==> src/rtl/router_pkg.sv <==
// Shared types and constants for the router egress arbiter: FSM states,
// channel count, header field positions and the round-robin step helper.
package router_pkg;

  typedef enum logic [2:0] {
    ARB,
    RD_HDR,
    CAP_HDR,
    RD_BODY,
    LAST
  } state_t;

  localparam int NUM_CH = 3;
  localparam logic [1:0] GRANT_NONE = 2'd3;

  // Header length field sits in bits [DW-1:2]; the two LSBs carry the address.
  localparam int DW_DEF  = 8;
  localparam int LEN_MSB = DW_DEF - 1;
  localparam int LEN_LSB = 2;

  // Width of the stall counter; TIMEOUT must fit below 2**CNT_W.
  localparam int CNT_W = 16;

  function automatic logic [1:0] next_ch(input logic [1:0] ch);
    return (ch >= 2'd2) ? 2'd0 : ch + 2'd1;
  endfunction

endpackage

==> src/rtl/rr_pick3.sv <==
// Combinational three-way round-robin picker: searches req starting one past
// last_grant and reports the first requesting channel.
module rr_pick3
  import router_pkg::*;
(
  input  logic [NUM_CH-1:0] req,
  input  logic [1:0]        last_grant,
  output logic              found,
  output logic [1:0]        idx
);

  logic [1:0] cand0;
  logic [1:0] cand1;
  logic [1:0] cand2;

  always_comb begin
    cand0 = next_ch(last_grant);
    cand1 = next_ch(cand0);
    cand2 = next_ch(cand1);
    found = 1'b1;
    idx   = cand0;
    if (req[cand0]) begin
      idx = cand0;
    end else if (req[cand1]) begin
      idx = cand1;
    end else if (req[cand2]) begin
      idx = cand2;
    end else begin
      found = 1'b0;
    end
  end

endmodule

==> src/rtl/router_egress_arbiter.sv <==
// Packet-atomic round-robin arbiter merging three router FIFOs onto one egress
// byte stream, with a stall timeout that drops a grant whose FIFO ran dry.
//
// Handshake: ready_in=1 in a cycle promises the sink takes a byte in the next
// cycle. A FIFO read is issued only in a cycle with ready_in=1 and the granted
// FIFO non-empty; its byte appears on data_out with vld_out=1 one cycle later.
module router_egress_arbiter
  import router_pkg::*;
#(
  parameter int DW      = 8,
  parameter int TIMEOUT = 30
) (
  input  logic             clock,
  input  logic             resetn,
  input  logic             empty_0,
  input  logic             empty_1,
  input  logic             empty_2,
  input  logic [DW-1:0]    data_in_0,
  input  logic [DW-1:0]    data_in_1,
  input  logic [DW-1:0]    data_in_2,
  input  logic             ready_in,
  output logic             read_enb_0,
  output logic             read_enb_1,
  output logic             read_enb_2,
  output logic [DW-1:0]    data_out,
  output logic             vld_out,
  output logic             sop_out,
  output logic             eop_out,
  output logic [1:0]       grant,
  output logic             abort_out,
  output logic             busy,
  output state_t           fsm_state,
  output logic [DW-2:0]    remaining,
  output logic [CNT_W-1:0] timeout_count
);

  localparam logic [CNT_W-1:0] TO_LAST = CNT_W'(TIMEOUT - 1);
  localparam logic [DW-2:0]    REM_ONE = (DW-1)'(1);

  state_t           state;
  state_t           state_n;
  logic [1:0]       last_grant;
  logic [1:0]       last_grant_n;
  logic [1:0]       grant_n;
  logic [DW-2:0]    remaining_n;
  logic [CNT_W-1:0] timeout_count_n;
  logic             vld_q;
  logic             abort_q;
  logic             abort_n;

  logic             empty_g;
  logic [DW-1:0]    din_g;
  logic             rd_window;
  logic             rd_issue;
  logic             timeout_hit;
  logic             pick_found;
  logic [1:0]       pick_idx;

  rr_pick3 u_pick (
    .req        ({~empty_2, ~empty_1, ~empty_0}),
    .last_grant (last_grant),
    .found      (pick_found),
    .idx        (pick_idx)
  );

  // With no owner the channel reads as empty, so no read can leak out.
  always_comb begin
    empty_g = 1'b1;
    din_g   = '0;
    case (grant)
      2'd0: begin empty_g = empty_0; din_g = data_in_0; end
      2'd1: begin empty_g = empty_1; din_g = data_in_1; end
      2'd2: begin empty_g = empty_2; din_g = data_in_2; end
      default: begin empty_g = 1'b1; din_g = '0; end
    endcase
  end

  assign rd_window   = (state == RD_HDR) || (state == RD_BODY);
  assign rd_issue    = rd_window && ready_in && !empty_g;
  assign timeout_hit = rd_window && empty_g && (timeout_count == TO_LAST);

  assign read_enb_0 = rd_issue && (grant == 2'd0);
  assign read_enb_1 = rd_issue && (grant == 2'd1);
  assign read_enb_2 = rd_issue && (grant == 2'd2);

  assign vld_out   = vld_q;
  assign sop_out   = vld_q && (state == CAP_HDR);
  assign eop_out   = vld_q && (state == LAST);
  assign data_out  = vld_q ? din_g : '0;
  assign abort_out = abort_q;
  assign busy      = (state != ARB);
  assign fsm_state = state;

  always_comb begin
    state_n         = state;
    grant_n         = grant;
    last_grant_n    = last_grant;
    remaining_n     = remaining;
    timeout_count_n = '0;
    abort_n         = 1'b0;

    // Stall counter: runs on empty cycles, holds on sink backpressure.
    if (rd_window) begin
      if (rd_issue) begin
        timeout_count_n = '0;
      end else if (empty_g) begin
        timeout_count_n = timeout_count + 1'b1;
      end else begin
        timeout_count_n = timeout_count;
      end
    end

    case (state)
      ARB: begin
        if (pick_found) begin
          grant_n = pick_idx;
          state_n = RD_HDR;
        end
      end
      RD_HDR: begin
        if (rd_issue) begin
          state_n = CAP_HDR;
        end
      end
      CAP_HDR: begin
        remaining_n = {1'b0, din_g[DW-1:LEN_LSB]} + REM_ONE;
        state_n     = RD_BODY;
      end
      RD_BODY: begin
        if (rd_issue) begin
          remaining_n = remaining - REM_ONE;
          if (remaining == REM_ONE) begin
            state_n = LAST;
          end
        end
      end
      LAST: begin
        last_grant_n = grant;
        grant_n      = GRANT_NONE;
        state_n      = ARB;
      end
      default: begin
        grant_n = GRANT_NONE;
        state_n = ARB;
      end
    endcase

    // The FIFO keeps its stale bytes; its own soft reset clears them.
    if (timeout_hit) begin
      abort_n         = 1'b1;
      last_grant_n    = grant;
      grant_n         = GRANT_NONE;
      state_n         = ARB;
      timeout_count_n = '0;
    end
  end

  always_ff @(posedge clock or negedge resetn) begin
    if (!resetn) begin
      state         <= ARB;
      grant         <= GRANT_NONE;
      last_grant    <= 2'd2;
      remaining     <= '0;
      timeout_count <= '0;
      vld_q         <= 1'b0;
      abort_q       <= 1'b0;
    end else begin
      state         <= state_n;
      grant         <= grant_n;
      last_grant    <= last_grant_n;
      remaining     <= remaining_n;
      timeout_count <= timeout_count_n;
      vld_q         <= rd_issue;
      abort_q       <= abort_n;
    end
  end

endmodule

==> config.mk <==
export PLATFORM = sky130hd
export DESIGN_NAME = router_egress_arbiter
export DESIGN_NICKNAME = d
export VERILOG_FILES = /design/src/rtl/router_pkg.sv /design/src/rtl/rr_pick3.sv /design/src/rtl/router_egress_arbiter.sv
export SDC_FILE = /design/constraint.sdc
export NUM_CORES = 1
export LEC_CHECK = 0
export CAP_MARGIN = 20
export CORE_MARGIN = 3
export CORE_UTILIZATION = 25
export CTS_BUF_LIST = sky130_fd_sc_hd__clkbuf_4
export DETAILED_ROUTE_END_ITERATION = 16
export SYNTH_ARGS = -nofsm -noshare
export SYNTH_HDL_FRONTEND = slang
export SYNTH_SLANG_ARGS = --single-unit
export TNS_END_PERCENT = 30
==> constraint.sdc <==
create_clock -name clock -period 3.56 [get_ports clock]
set_input_delay 0.356 -clock clock [delete_from_list [all_inputs] [get_ports clock]]
set_output_delay 0.356 -clock clock [all_outputs]
set_load 0.01 [all_outputs]
==> flow_summary.toml <==
[clock_tree]
root_buffer = "clkbuf_4"
clock_latency_ns = 0.34
cts_made_buffers = 5
clockBufferDepth = 2
cts_sinks = 32
cts_setup_buffers = 0
clkSlewWorstSetupHoldPaths_ns = 0.11
h-tree-depth = 2
cts_tree = "yes"
holdBufCountCts = 0
cts_resized = 0

[routing]
drt_iter0_markers = 123
vias = 2104
drc_errors = 0
dr.pass1.iters = 4
vias_per_cell = 4.99
wirelength_um = 6450
post_drt_wl_per_cell_um = 15.3
ant_nets = 0

[sta]
fin_ws_ns = 0.300
finalSetupTns_ns = 0
fin_crit_sh_pct = 91.6
maxSlewViolCount = 0
rsz0062_at_grt = "false"
max_slew_margin_pct = 59.3
fmaxAchievable_mhz = 307
holdWs_ns = 0.403
finClkSkew_ns = 0.00819
setup_violations = 0
period_minus_slack_ns = 3.26
hold_violations = 0
tightest_slew_ns = 0.609

[critical_path]
crit_fanout = 22
worst-path-buf-inv = 1
worstSetupPathType = "flip-flop to output pin"
cp_cell_sequence = "mux2_2 > o21a_4 > nand3b_4 > nor3b_1 > clkdlybuf4s50_1"
critPathTopFamily = "flip-flops"
start_kind = "flip-flop"
critPathCaptureType = "output pin"
cp_data_arrival_time_ns = 2.90
cp.required_ns = 3.20
slowest_delay_ns = 0.86
slowest_stage = "dfstp_2"

[synth]
synthesis.nets = 282
synth_edf_count = 0
synthCells = 247
synth_cell_types = 56
synthArstFlopShare_pct = 100
ys.flop_type = "dfrtp_1"
synth.avg_cell_area_um2 = 9.11
synth-seq-area-share_pct = 35.8
syn_area_um2 = 2250
synth_seq_cells = 32
yosysWarnings = 0

[floorplan]
coreArea_um2 = 8460
rows = 33
fp.dieW_um = 101
die_y_um = 101
die-area_um2 = 10200
start_util_pct = 26.6
num_io_pins = 74

[global_routing]
grtUsageTotal_pct = 13.0
grt_max_degree = 33
antenna_found_initial = 0
grt_pass1_vias = 2087
grt_pass1_wl_um = 10600
grt-ovfl-total = 0

[worst_hold_path]
min_path_type = "primary input to asynchronous set/reset pin"

[power]
p_leak_nw = 1.17
p_total_mw = 1.08
irDropWorstVdd_uv = 135
power-per-cell-area_nw_per_um2 = 348

[flow_run]
max_cap_violations = 0

[layout]
final_cells = 422
diodes = 0
drive_above_1_share_pct = 7.89
area_delta_synth_final_pct = 38.6
finalNetCount = 351
fin_area_um2 = 3120
post-route-util_pct = 36.8

[placement]
place_congestion = 0.878
placed_cells = 414
hpwlAfterDp_um = 4760
dpl_worst_slack_ns = 0.667
port_buffers = 73
dpl_cell_area_um2 = 3040

[run_status]
status = "finished, final reports clean"
==> cells in the final DEF, fill, tap and decap left out, drive strengths merged, types with 4 or more instances in the layout <==
cell / netlist / final
nor4: 4 / 4
o311ai: 4 / 4
and3: 6 / 6
nor3b: 4 / 4
inv: 10 / 10
nand2: 15 / 15
nor3: 13 / 13
xnor2: 12 / 12
nand3: 7 / 7
nor2b: 4 / 4
o21ai: 7 / 7
dfrtp: 29 / 29
o2bb2ai: 4 / 4
mux2i: 9 / 9
nand4: 11 / 11
a21oi: 7 / 7
ha: 5 / 5
clkbuf: 5 / 5
nor2: 35 / 35
clkdlybuf4s50: 0 / 73
and2: 4 / 4
xor2: 6 / 6
==> cell usage after synthesis, types with 2 or more instances <==
library cell	n	area (µm²)
or3_1	2	12.5
buf_2	4	20.0
nor4b_1	2	17.5
and3_1	6	37.5
dfstp_2	3	78.8
and2b_1	2	15.0
nor2b_1	4	25.0
a2bb2oi_1	2	17.5
o21ai_0	6	30.0
nand3_1	7	35.0
buf_6	2	22.5
and2_1	4	25.0
nor2_1	33	124
mux2_2	3	33.8
nor3_1	13	65.1
a21oi_1	7	35.0
clkbuf_1	5	18.8
ha_1	5	62.6
inv_1	10	37.5
nand2b_1	2	12.5
nand4_1	11	68.8
a211oi_1	2	15.0
xor2_1	6	52.6
dfrtp_1	29	726
mux2i_1	9	90.1
o2bb2ai_1	4	35.0
nor4_1	3	18.8
o31ai_1	2	15.0
nor3b_1	4	30.0
nor2_2	2	12.5
xnor2_1	12	105
nand2_1	14	52.6
o21a_4	2	30.0
o311ai_0	3	26.3
==> layout make-up <==
cell class,instances,area (µm²)
flip-flops and latches,32,805
repair buffers,74,738
well taps,105,131
clock inverters,3,37.5
multi-input cells,193,1330
inverters,10,37.5
clock buffers,5,37.5
fillers,848,5350
==> flip-flops by register name (all words and copies together) (netlist names) <==
| signal | flops |
|---|---|
| fsm_state | 3 |
| timeout_count | 16 |
| remaining | 7 |
| abort_out | 1 |
| vld_out | 1 |
| grant | 2 |
| last_grant | 2 |
==> logic make-up (layout without fill, tap and decap cells) <==
kind of cell | after synthesis | count (layout) | share of synthesized area, %
compound gates | 41 | 41 | 15.5
xor+xnor | 18 | 18 | 7.01
fa+ha+maj | 5 | 5 | 2.78
buf+inv | 22 | 92 | 5.06
flops | 32 | 32 | 35.8
mux | 12 | 12 | 5.51
simple gates | 117 | 117 | 28.4
==> final timing paths <==
check | slack [ns] | cells after the start | to | from
worst min-delay path | 0.40 | 2 | timeout_count[11]$_DFFE_PN0P_ | resetn
worst max register to register | 0.95 | 5 | last_grant[0]$_DFFE_PN0P_ | grant[0]$_DFFE_PN1P_
max in group asynchronous | 2.81 | 2 | grant[1]$_DFFE_PN1P_ | resetn
worst max-delay path | 0.30 | 5 | read_enb_1 | grant[0]$_DFFE_PN1P_
min in group clock | 0.57 | 1 | last_grant[0]$_DFFE_PN0P_ | last_grant[0]$_DFFE_PN0P_
worst min register to register | 0.57 | 1 | last_grant[0]$_DFFE_PN0P_ | last_grant[0]$_DFFE_PN0P_
==> layer usage <==
layer  global-route usage (%)  wire (µm)  vias up
met3                     2.91        368        9
met5                        0          0        -
met4                     3.11         76        0
met2                     20.6       3000       55
met1                     17.9       3010     1007
li1                         -          -     1033
==> power breakdown <==
part           total (mW)  leakage, nW  switching, mW  internal [mW]
Clock               0.276       0.0403          0.132          0.143
Sequential          0.472        0.400         0.0707          0.402
Combinational       0.336        0.732          0.152          0.184
Total                1.08         1.17          0.355          0.729
(Power assumes the default switching activity.)
